==> src/rtl/mdu_issue_ctrl.sv <==
`default_nettype none
// ----------------------------------------------------------------------------
// mdu_issue_ctrl : issues one M-extension op to the MDU and returns a tagged,
//                  held writeback; div-by-zero and signed overflow answered locally
// Revision       : 1.0  initial release
// ----------------------------------------------------------------------------
module mdu_issue_ctrl #(
  parameter int WIDTH      = 32,
  parameter int P_DATA_MSB = WIDTH - 1,
  parameter int P_TIMEOUT  = 64
) (
  input  logic                  i_clk,
  input  logic                  i_rst,
  input  logic                  i_req_valid,
  output logic                  o_req_ready,
  input  logic [2:0]            i_req_op,
  input  logic [P_DATA_MSB:0]   i_req_rs1,
  input  logic [P_DATA_MSB:0]   i_req_rs2,
  input  logic [4:0]            i_req_rd_addr,
  output logic                  o_mdu_valid,
  output logic [2:0]            o_mdu_op,
  output logic [P_DATA_MSB:0]   o_mdu_rs1,
  output logic [P_DATA_MSB:0]   o_mdu_rs2,
  input  logic                  i_mdu_ready,
  input  logic [P_DATA_MSB:0]   i_mdu_rd,
  output logic                  o_wb_valid,
  input  logic                  i_wb_ready,
  output logic [4:0]            o_wb_addr,
  output logic [P_DATA_MSB:0]   o_wb_data,
  output logic                  o_wb_err
);

  typedef enum logic [1:0] {
    S_IDLE  = 2'd0,
    S_ISSUE = 2'd1,
    S_WAIT  = 2'd2,
    S_RESP  = 2'd3
  } state_t;

  localparam logic [2:0] c_OP_DIV  = 3'b100;
  localparam logic [2:0] c_OP_DIVU = 3'b101;
  localparam logic [2:0] c_OP_REM  = 3'b110;
  localparam logic [2:0] c_OP_REMU = 3'b111;

  localparam int                  c_CNT_W   = (P_TIMEOUT > 1) ? $clog2(P_TIMEOUT) : 1;
  localparam logic [c_CNT_W-1:0]  c_TO_LAST = c_CNT_W'(P_TIMEOUT - 1);
  localparam logic [P_DATA_MSB:0] c_MIN     = {1'b1, {P_DATA_MSB{1'b0}}};

  state_t              r_state;
  logic [c_CNT_W-1:0]  r_cnt;

  logic                w_rs2_zero;
  logic                w_ovf;
  logic                w_fast;
  logic [P_DATA_MSB:0] w_fast_res;

  assign w_rs2_zero = (i_req_rs2 == '0);
  assign w_ovf      = (i_req_rs1 == c_MIN) && (i_req_rs2 == '1);

  always_comb begin
    w_fast     = 1'b0;
    w_fast_res = '0;
    case (i_req_op)
      c_OP_DIV, c_OP_DIVU: begin
        if (w_rs2_zero) begin
          w_fast     = 1'b1;
          w_fast_res = '1;
        end else if (i_req_op == c_OP_DIV && w_ovf) begin
          w_fast     = 1'b1;
          w_fast_res = i_req_rs1;
        end
      end
      c_OP_REM, c_OP_REMU: begin
        if (w_rs2_zero) begin
          w_fast     = 1'b1;
          w_fast_res = i_req_rs1;
        end else if (i_req_op == c_OP_REM && w_ovf) begin
          w_fast     = 1'b1;
          w_fast_res = '0;
        end
      end
      default: ;
    endcase
  end

  always_ff @(posedge i_clk) begin
    if (i_rst) begin
      r_state     <= S_IDLE;
      r_cnt       <= '0;
      o_req_ready <= 1'b1;
      o_mdu_valid <= 1'b0;
      o_mdu_op    <= '0;
      o_mdu_rs1   <= '0;
      o_mdu_rs2   <= '0;
      o_wb_valid  <= 1'b0;
      o_wb_addr   <= '0;
      o_wb_data   <= '0;
      o_wb_err    <= 1'b0;
    end else begin
      case (r_state)
        S_IDLE: begin
          if (i_req_valid) begin
            o_req_ready <= 1'b0;
            o_wb_addr   <= i_req_rd_addr;
            o_wb_err    <= 1'b0;
            if (w_fast) begin
              o_wb_data  <= w_fast_res;
              o_wb_valid <= 1'b1;
              r_state    <= S_RESP;
            end else begin
              o_mdu_valid <= 1'b1;
              o_mdu_op    <= i_req_op;
              o_mdu_rs1   <= i_req_rs1;
              o_mdu_rs2   <= i_req_rs2;
              r_cnt       <= '0;
              r_state     <= S_ISSUE;
            end
          end
        end
        // A ready still high from the previous op must not complete this one.
        S_ISSUE: begin
          r_state <= S_WAIT;
        end
        // r_cnt holds the number of WAIT cycles already spent without ready.
        S_WAIT: begin
          if (i_mdu_ready) begin
            o_wb_data   <= i_mdu_rd;
            o_mdu_valid <= 1'b0;
            o_wb_valid  <= 1'b1;
            r_state     <= S_RESP;
          end else if (r_cnt == c_TO_LAST) begin
            o_wb_data   <= '0;
            o_wb_err    <= 1'b1;
            o_mdu_valid <= 1'b0;
            o_wb_valid  <= 1'b1;
            r_state     <= S_RESP;
          end else begin
            r_cnt <= r_cnt + c_CNT_W'(1);
          end
        end
        S_RESP: begin
          if (i_wb_ready) begin
            o_wb_valid  <= 1'b0;
            o_req_ready <= 1'b1;
            r_state     <= S_IDLE;
          end
        end
        default: begin
          r_state <= S_IDLE;
        end
      endcase
    end
  end

endmodule
`default_nettype wire
==> config.mk <==
export PLATFORM = sky130hd
export DESIGN_NAME = mdu_issue_ctrl
export DESIGN_NICKNAME = d
export VERILOG_FILES = /design/src/rtl/mdu_issue_ctrl.sv
export SDC_FILE = /design/constraint.sdc
export NUM_CORES = 1
export LEC_CHECK = 0
export CAP_MARGIN = 0
export CELL_PAD_IN_SITES_DETAIL_PLACEMENT = 1
export CELL_PAD_IN_SITES_GLOBAL_PLACEMENT = 1
export CORE_MARGIN = 4
export CORE_UTILIZATION = 29
export CTS_CLUSTER_DIAMETER = 200
export DETAILED_ROUTE_END_ITERATION = 7
export PLACE_DENSITY = 0.9
export SLEW_MARGIN = 10
export SYNTH_ARGS = -nofsm -noshare
export SYNTH_HDL_FRONTEND = slang
export SYNTH_SLANG_ARGS = --single-unit
==> constraint.sdc <==
create_clock -name i_clk -period 2.52 [get_ports i_clk]
set_clock_uncertainty 0.05 [all_clocks]
set_input_delay 0.252 -clock i_clk [delete_from_list [all_inputs] [get_ports i_clk]]
set_output_delay 0.252 -clock i_clk [all_outputs]
set_load 0.01 [all_outputs]
== Word level (Yosys, flattened, before mapping) ==
Index checks and enable logic that the tools add are counted.

* Register bits: 116
* Bits of input ports: 109
* Output and inout port bits: 108
* Logic and storage cells: 91

* Add/subtract/negate cells: 1
* Equality and inequality tests: 18
* Mux-type cells: 41
* Bitwise logic cells: 1
* Reductions and logical operators: 19

{| class="wikitable"
|+ Operator list
! kind !! number
|-
| 2-to-1 mux 32 bit || 7
|-
| one-hot mux 32 bit (2 select lines) || 2
|-
| == test 32 bit, second input constant || 2
|-
| zero test 32 bit || 1
|-
| 2-to-1 mux 6 bit || 4
|-
| 2-to-1 mux 1 bit || 16
|-
| != test 2 bit, second input constant || 7
|-
| == test 3 bit, second input constant || 4
|-
| one-hot mux 6 bit (2 select lines) || 1
|-
| AND reduction 4 bit || 3
|-
| 2-to-1 mux 2 bit || 5
|-
| AND reduction 5 bit || 2
|-
| AND reduction 3 bit || 3
|-
| one-hot mux 1 bit (2 select lines) || 4
|-
| one-hot mux 2 bit (4 select lines) || 1
|-
| adder 6 x 1 -> 6 bit, second input constant || 1
|-
| == test 6 bit, second input constant || 1
|-
| == test 2 bit, second input constant || 2
|-
| nonzero test 2 bit || 2
|-
| OR reduction 2 bit || 2
|-
| logical AND 1 bit || 3
|-
| != test 3 bit, second input constant || 1
|-
| one-hot mux 1 bit (3 select lines) || 1
|-
| nonzero test 3 bit || 1
|-
| other kinds (4) || 4
|}

== Depth between registers and ports, before layout ==
Gate-level depths: netlist of the first run.

* Depth in word-level cells: 9
* Gate-level depth with buffers: 11
* Mapped depth without buffers: 8

== Worst setup path after synthesis of the first run ==
OpenSTA, ideal clock, no wires.

* Path type: reg2reg
* Start: reg r_state[0]
* End: reg r_cnt[2]
* Setup time: 0.134 ns
* Arrival: 2.208 ns
* Required time: 2.336 ns
* Path slack: 0.128 ns
* Stages on the path, launching flop included: 11
* Path buffers: 2
* Clock period less this slack: 2.392 ns
* Cells stage by stage: dfxtp_1 > inv_1 > ha_1 > buf_2 > and2_1 > clkbuf_1 > a21oi_1 > o32ai_1 > o31ai_1 > o21ai_0 > a31oi_1

* Word-level cells in the longest chain between the ends: 3
* Elaborated cells on any way between the ends: 9
* Classes of those cells: eq/ne: 5; mux: 1; reduce/logical: 3

{| class="wikitable"
|+ Ends and longest elaborated chain
! item !! RTL line !! text
|-
| start: declaration || 49 || <nowiki>state_t r_state;</nowiki>
|-
| start signal: assignment || 88 || <nowiki>r_state <= S_IDLE;</nowiki>
|-
| start signal: assignment || 109 || <nowiki>r_state <= S_RESP;</nowiki>
|-
| start signal: assignment || 116 || <nowiki>r_state <= S_ISSUE;</nowiki>
|-
| == test 2 bit / zero test 2 bit (equally long branches) || 100 || <nowiki>case (r_state)</nowiki>
|-
| != test 2 bit (no line) / nonzero test 2 bit (equally long branches) || - ||
|-
| AND reduction 5 bit (no line) || - ||
|-
| end signal: assignment || 138 || <nowiki>r_cnt <= r_cnt + c_CNT_W'(1);</nowiki>
|-
| end: declaration || 50 || <nowiki>logic [c_CNT_W-1:0] r_cnt;</nowiki>
|}

Several ways; a longest one is shown, not always the timed one.
A chain may end at the register's enable or synchronous reset.

== Worst setup path in the final report of the first run ==
* Start: in i_req_rs2[30]
* End: reg o_mdu_rs2[24]

* Word-level cells in the longest chain between the ends: 8
* Elaborated cells on any way between the ends: 12
* Classes of those cells: eq/ne: 1; mux: 5; bitwise: 1; reduce/logical: 5

{| class="wikitable"
|+ Ends and longest elaborated chain
! item !! RTL line !! text
|-
| start: declaration || 18 || <nowiki>input logic [P_DATA_MSB:0] i_req_rs2,</nowiki>
|-
| == test 32 bit || 58 || <nowiki>assign w_ovf = (i_req_rs1 == c_MIN) && (i_req_rs2 == '1);</nowiki>
|-
| logical AND 1 bit || 58 ||
|-
| logical AND 1 bit (on tied branches) || 77, 68 ||
|-
| 2-to-1 mux 1 bit (on tied branches) || 77, 68 ||
|-
| 2-to-1 mux 1 bit (on tied branches) || 74, 65 ||
|-
| one-hot mux 1 bit (2 select lines) (*) || 63 || <nowiki>case (i_req_op)</nowiki>
|-
| inverter 1 bit (no line) (*) || - ||
|-
| AND reduction 3 bit (no line) (*) || - ||
|-
| end signal: assignment || 114 || <nowiki>o_mdu_rs2 <= i_req_rs2;</nowiki>
|-
| end: declaration || 23 || <nowiki>output logic [P_DATA_MSB:0] o_mdu_rs2,</nowiki>
|}

Mark *: on every way between the ends. The rest lies on a longest branch, timed or not.

==> reports/results.ini, run 1 <==
[run_status]
outcome=finished clean

[timing]
slew_viol_final=0
period_minus_slack_ps=2450
post-route-period-util=0.974
finalHoldViolCount=0
postLayoutSetupSlackWorst_ps=65.3
achievable-frequency_ghz=0.407
worstMarginPinSlew_ps=834
relSlewSlack=0.444
report.final.setup_viol=0
post_route_worst_hold_slack_ps=328

[power]
p_leak_nw=3.24
power.clock.fraction=0.284
totalPowerFinal_mw=9.12
internal-power_mw=5.85
p_per_area_nw_per_um2=961
irDropWorstVdd_uv=502
p_sw_mw=3.27
p_seq_frac=0.283
sw_frac_of_total=0.359
share_comb_of_total_power=0.433

[synth]
postSynthCellCount=679
synth_largest_type_area_fraction=0.410
synth_edf_count=0
synth.lib_cells_used.distinct=52
yosysTopAreaCell=dfxtp_1
yosys_register_bits=116
yosys_warnings=0
synth_seq_area_share=0.410
avgSynthCellArea_um2=8.34
yosys-top-cells-area=dfxtp_1 41%, a21oi_1 9.6%, a311oi_2 7.4%, o21ai_0 6.5%, nand3_1 6.4%
yosys_most_used_dff=dfxtp_1
async_reset_ff_frac=0
syn-cell-area_um2=5660
synth_nets=792

[critical_path]
r2r_cells=9
arr_time_crit_path_ps=2680
crit_path_end_kind=register
critical-path-top-cell-by-count=buf_4
critPathSlowestCell=clkdlybuf4s50_1
reg2reg_to=r_cnt[4]$_SDFFE_PP0P_
r2r_start=r_state[0]$_SDFFE_PP0P_
critical_path.max_stage_delay_ps=570
critical_path_required_ps=2740
setup.reg_to_reg.worst_slack_ps=270
critPathMaxFanout=42
worstPathCellList=clkdlybuf4s50_1 > nor4b_2 > buf_4 > nand4_1 > nor4_2 > buf_4 > a32oi_4 > buf_4 > nand3_1 > a21oi_1
sort_of_element_at_the_start_of_the_critical_path=input port
path_class=in2reg

[hold_path]
worst_hold_path_type=in2reg
timing.hold.worst_endpoint=o_wb_addr[4]$_SDFFE_PP0P_
min-delay-start=i_req_rd_addr[4]
hold_path_depth=3

[floorplanning]
fp.dieW_um=148
placeableCoreArea_um2=19000
dieHeight_um=148
placementRows=50
start_util=0.299
design.die.area_um2=21800
design.portCount=217

[place]
placement.io_buffers=216
placed_cells_incl_taps=1190
detailedPlace.worstSlack_ps=-433
detailedPlacementHpwl_um=19300
place.gp.congestion=0.834

[global_routing]
grt_max_degree=76
globalRouteTotalUtil=0.238
grt_pass1_vias=7075
wire_length_of_the_first_global_routing_pass_um=41200
total_global_routing_overflow=0
initial_antenna_violation_count=0

[cells_and_area]
post_route_cells_drive_above_1_share=0.203
final_net_count=1068
post-route-util=0.500
finish.cell_count_without_fillers=1227
antenna-diode-count=0
area_growth_pct=67.5

[cts]
cts-htree-levels=4
cts-root-to-sink-buffers=2
ctsRootBufferMaster=clkbuf_16
worst_setup_hold_path_clk_slew_ps=60
tritoncts_clock_tree=built
cts-hold-fix-buffers=0
skew_pair_late_insertion_delay_ps=420
cts-buffers-inserted=17
clock_sinks=116

[detailed_routing]
route.detailed.vias_per_inst=5.51
vias=6763
route.detailed.wl_per_inst_um=22.1
routed_wl_um=27100
drtIter0Drc=291
detail_route.first_pass.iterations=4
postRouteAntennaNets=0
detail_route.drc_violations=0

[run]
drv_cap=0

power by group through the flow:
stage	sequential, mW	combinational, mW	clock [mW]
after floorplan	2.78	1.83	0
after CTS	2.58	3.95	2.62
after global placement	2.58	3.80	0
after global routing	2.63	4.25	2.70
after detailed placement	2.61	3.93	0
final	2.58	3.95	2.59
cell usage in the layout, fill, tap and decap left out, types with 4 or more instances in the layout:
cell / n
nor2_1: 12
nand2_1: 54
clkbuf_8: 5
buf_12: 8
nand3_1: 72
buf_4: 104
o21ai_0: 73
ha_1: 4
a21oi_1: 109
nand4_1: 41
nand4b_1: 4
nor4_1: 16
a31oi_1: 4
dfxtp_1: 116
o211ai_1: 4
nor2b_1: 4
clkbuf_16: 18
nor4_2: 5
a311oi_2: 28
inv_1: 5
clkdlybuf4s50_1: 215
nor3_1: 5
a311oi_1: 4
flip-flops by register name (all words and copies together), names as in the netlist, 2 cells and up:
name / count
o_wb_data: 32
o_wb_addr: 5
o_mdu_rs2: 32
o_mdu_rs1: 32
r_state: 2
r_cnt: 6
o_mdu_op: 3
stage by stage:
stage,TNS [ps],cell area (um^2)
after floorplan,0,5660
final,0,9480
after detailed placement,-37680,8760
after global routing,-38.8,9480
after global placement,-39140,8760
after CTS,0,9380
kinds of logic (layout without fill, tap and decap cells):
kind of cell / Yosys count / after routing / share of synthesized area
buffers and inverters: 77 / 365 / 0.0630
DFF: 116 / 116 / 0.410
adders and majority gates: 4 / 4 / 0.00884
muxes: 1 / 1 / 0.00199
and+or+nand+nor: 240 / 240 / 0.231
AOI/OAI and AO/OA: 241 / 241 / 0.285
layout make-up:
| type | count | area [um^2] |
|---|---|---|
| clock buffers | 23 | 498 |
| repair buffers | 329 | 3130 |
| clock inverters | 8 | 121 |
| inverters | 5 | 18.8 |
| fillers | 2187 | 9470 |
| multi-input cells | 486 | 3070 |
| well taps | 260 | 325 |
| flip-flops and latches | 116 | 2320 |
critical path: cells and delay by family:
kind	cells	cell delay, ps
simple gates	4	970
compound gates	2	220
buf+inv	4	1220
cell usage after synthesis (all sizes together), types with 2 or more instances:
cell type  count
nand2b         3
nor2b          5
ha             4
nand4b         4
and2           2
nor4          23
nor2          13
a311oi        32
nor4b          2
o211ai         4
a31oi          4
and4           2
nand3b         2
a31o           2
inv            5
dfxtp        116
o2111ai        2
nand4         42
nor3           5
o21ai         74
nor3b          2
clkbuf        55
buf           17
o32ai          2
a32oi          2
or4            3
a211oi         2
nand2         55
and3           2
a21oi        109
nand3         72
worst max-delay path by stage:
stage,cells past startpoint,to,slack [ps],startpoint
floorplan,10,r_cnt[2]$_SDFFE_PP0P_,130,r_state[0]$_SDFFE_PP0P_
global placement,10,r_cnt[1]$_SDFFE_PP0P_,-480,i_req_rs2[30]
detailed placement,10,r_cnt[0]$_SDFFE_PP0P_,-430,i_req_rs2[30]
CTS,9,o_mdu_rs2[14]$_SDFFE_PP0P_,2,i_req_rs2[0]
global route,10,o_mdu_rs1[1]$_SDFFE_PP0P_,-30,i_req_rs2[23]
finish,10,o_mdu_rs2[24]$_SDFFE_PP0P_,70,i_req_rs2[30]
what timing repair did:
action / CTS / global route
pin swaps: 0 / 5
buffers inserted: 0 / 5
cloned: 0 / 1
resized for setup: 1 / 8
setup endpoints to repair: 1 / 95
per-layer routing:
metal / track usage / up-vias / wire length [um]
met1: 0.303 / 3343 / 11500
met5: 0 / - / 0
met3: 0.0662 / 42 / 1950
met2: 0.398 / 251 / 13000
met4: 0.0662 / 0 / 582
li1: - / 3127 / -
Power figures use the tool's default switching activity.
==> run 2, diff against run 1 <==
- CAP_MARGIN: 0 -> 5
==> results of run 2 <==
Final layout, timing and power as in run 1 (identical DEF).
==> run 3, diff against run 2 <==
- CORE_UTILIZATION: 29 -> 32
- PLACE_DENSITY: 0.9 -> 0.93
- clock period: 2.52 -> 2.8 ns (I/O delays scaled with it)
==> run 3 against run 2 <==
Register-to-register slack better by 50 ps. First-iteration DRC count is 68% higher. Utilization is 2.5 points higher. Power is 14% lower. Die area down 8.9%. Non-clock buffer count down 26. Highest routed layer unchanged.
==> reports/results.ini, run 3 (synthesized netlist as in run 1, its figures left out) <==
[timing]
post_route_worst_hold_slack_ps=265  ; -63.7 ps
period_minus_slack_ps=2660
achievable-frequency_ghz=0.375
report.final.setup_viol=0  ; unchanged
slew_viol_final=0  ; unchanged
worstMarginPinSlew_ps=817  ; -16.9 ps
finalHoldViolCount=0  ; unchanged
post-route-period-util=0.951
rsz0062_at_grt=false
relSlewSlack=0.455  ; +0.0113

[detailed_routing]
drtIter0Drc=489  ; +68%
detail_route.first_pass.iterations=5  ; +1
routed_wl_um=26200  ; -3.3%
route.detailed.wl_per_inst_um=22.4  ; +1.7%
vias=6775  ; +0.18%
detail_route.drc_violations=0  ; unchanged
route.detailed.vias_per_inst=5.81  ; +5.3%
postRouteAntennaNets=0  ; unchanged

[cts]
cts-htree-levels=4  ; unchanged
cts.repair.resized=0  ; -1
tritoncts_clock_tree=built
clock_sinks=116  ; unchanged
worst_setup_hold_path_clk_slew_ps=60  ; about the same
cts-root-to-sink-buffers=2  ; unchanged
ctsRootBufferMaster=clkbuf_16
skew_pair_late_insertion_delay_ps=410  ; about the same
cts.repair_timing.setup_buffer_count=0  ; unchanged
cts-buffers-inserted=17  ; unchanged
cts-hold-fix-buffers=0  ; unchanged

[global_routing]
globalRouteTotalUtil=0.259  ; +0.0207
initial_antenna_violation_count=0  ; unchanged
grtUsageMet3=0.0685  ; +0.00230
grt_use_met1=0.329  ; +0.0257
grt_max_degree=76  ; unchanged
grt_most_used_layer=met2
total_global_routing_overflow=0  ; unchanged
wire_length_of_the_first_global_routing_pass_um=40600  ; -1.5%
grtUsageMet2=0.432  ; +0.0347
grt_pass1_vias=7025  ; -0.71%

[floorplanning]
placeableCoreArea_um2=17300  ; -8.8%
design.portCount=217  ; unchanged
dieHeight_um=141  ; -4.5%
design.die.area_um2=19900  ; -8.9%
start_util=0.327  ; +0.0287
placementRows=48  ; -4.0%
fp.dieW_um=141  ; -4.5%

[cells_and_area]
most-common-layout-cells=215 x clkdlybuf4s50_1, 116 x dfxtp_1, 109 x a21oi_1
biggestRegsByFlops=o_mdu_rs1 x32, o_mdu_rs2 x32, o_wb_data x32
finish.cell_count_without_fillers=1167  ; -4.9%
post_route_cells_drive_above_1_share=0.174  ; -0.0286
fin_area_um2=9080  ; -4.3%
area_growth_pct=60.3
antenna-diode-count=0  ; unchanged
final_net_count=1042  ; -2.4%
layout_commonest_cell=clkdlybuf4s50_1

[power]
irDropWorstVdd_uv=475  ; -5.3%
p_leak_nw=3.06  ; -5.8%
p_per_area_nw_per_um2=863  ; -10%
sw_frac_of_total=0.374  ; +0.0152
share_comb_of_total_power=0.442  ; +0.009
internal-power_mw=4.91  ; -16%
power.clock.fraction=0.261  ; -0.023
p_seq_frac=0.296  ; +0.013
p_sw_mw=2.93  ; -10%

[place]
placement.io_buffers=216  ; unchanged
placed_cells_incl_taps=1135  ; -4.6%
place.gp.congestion=0.852  ; +2.2%
placement.cell_area_um2=8530  ; -2.6%
detailedPlacementHpwl_um=19000  ; -1.5%

[critical_path]
critical_path_required_ps=3080  ; +340 ps
sort_of_element_at_the_start_of_the_critical_path=input port
critPathMaxFanout=13  ; -69%
crit_path_end_kind=register
r2r_cells=9  ; unchanged
path_class=in2reg
arr_time_crit_path_ps=2940  ; +260 ps

[run]
drv_cap=0  ; unchanged

[run_status]
outcome=finished clean

[hold_path]
hold_path_depth=2  ; -1
worst_hold_path_type=in2reg

[run 3: changes by cell type in the layout (fill, tap and decap cells not counted), sizes merged]
| cell | change |
|---|---|
| buf | -25 |
| clkbuf | -5 |
| clkinv | +5 |
| clkinvlp | +3 |
| bufinv | -2 |
| inv | -1 |
[run 3: power by group through the flow]
stage / combinational [mW] / sequential (mW) / clock (mW)
global placement: 3.34 / 2.32 / 0
global route: 3.71 / 2.37 / 2.17
detailed placement: 3.44 / 2.34 / 0
CTS: 3.47 / 2.32 / 2.08
finish: 3.47 / 2.32 / 2.05
floorplan: 1.65 / 2.50 / 0
[run 3: per-stage QoR]
step	TNS [ps]	util	setup WS [ps]	total power [mW]
6_report	0	0.525	137	7.84
5_1_grt	0	0.525	55.4	8.25
4_1_cts	0	0.525	174	7.86
3_5_place_dp	-16250	0.493	-258	5.79
3_3_place_gp	-6260	0.493	-127	5.65
2_1_floorplan	0	-	408	4.15
[run 3: final timing paths]
path / start / end / slack [ps]
worst max register to register: r_state[0]$_SDFFE_PP0P_ / r_cnt[4]$_SDFFE_PP0P_ / 320
worst min-delay path: i_rst / o_wb_addr[0]$_SDFFE_PP0P_ / 260
worst min register to register: o_wb_addr[2]$_SDFFE_PP0P_ / o_wb_addr[2]$_SDFFE_PP0P_ / 420
worst max-delay path: i_req_rs2[18] / o_wb_valid$_SDFFE_PP0P_ / 140
[run 3: worst max-delay path: stages]
cell,delay [ps]
clkdlybuf4s50_1,440
nor4_1,470
nand2_1,170
or4_1,600
buf_4,190
o22ai_4,190
buf_4,230
a31oi_1,120
a311oi_1,250
[run 3: cell type report]
type / instances / area (um^2)
Clock buffer: 19 / 443
Clock inverter: 13 / 111
Fill cell: 2045 / 8220
Inverter: 5 / 18.8
Multi-Input combinational cell: 486 / 3030
Sequential cell: 116 / 2320
Tap cell: 225 / 282
Timing Repair Buffer: 303 / 2880
[run 3: metal layers]
metal,wire (um),vias to the layer above
met5,0,-
met4,526,0
met3,1960,37
li1,-,3076
met2,12800,292
met1,11000,3370
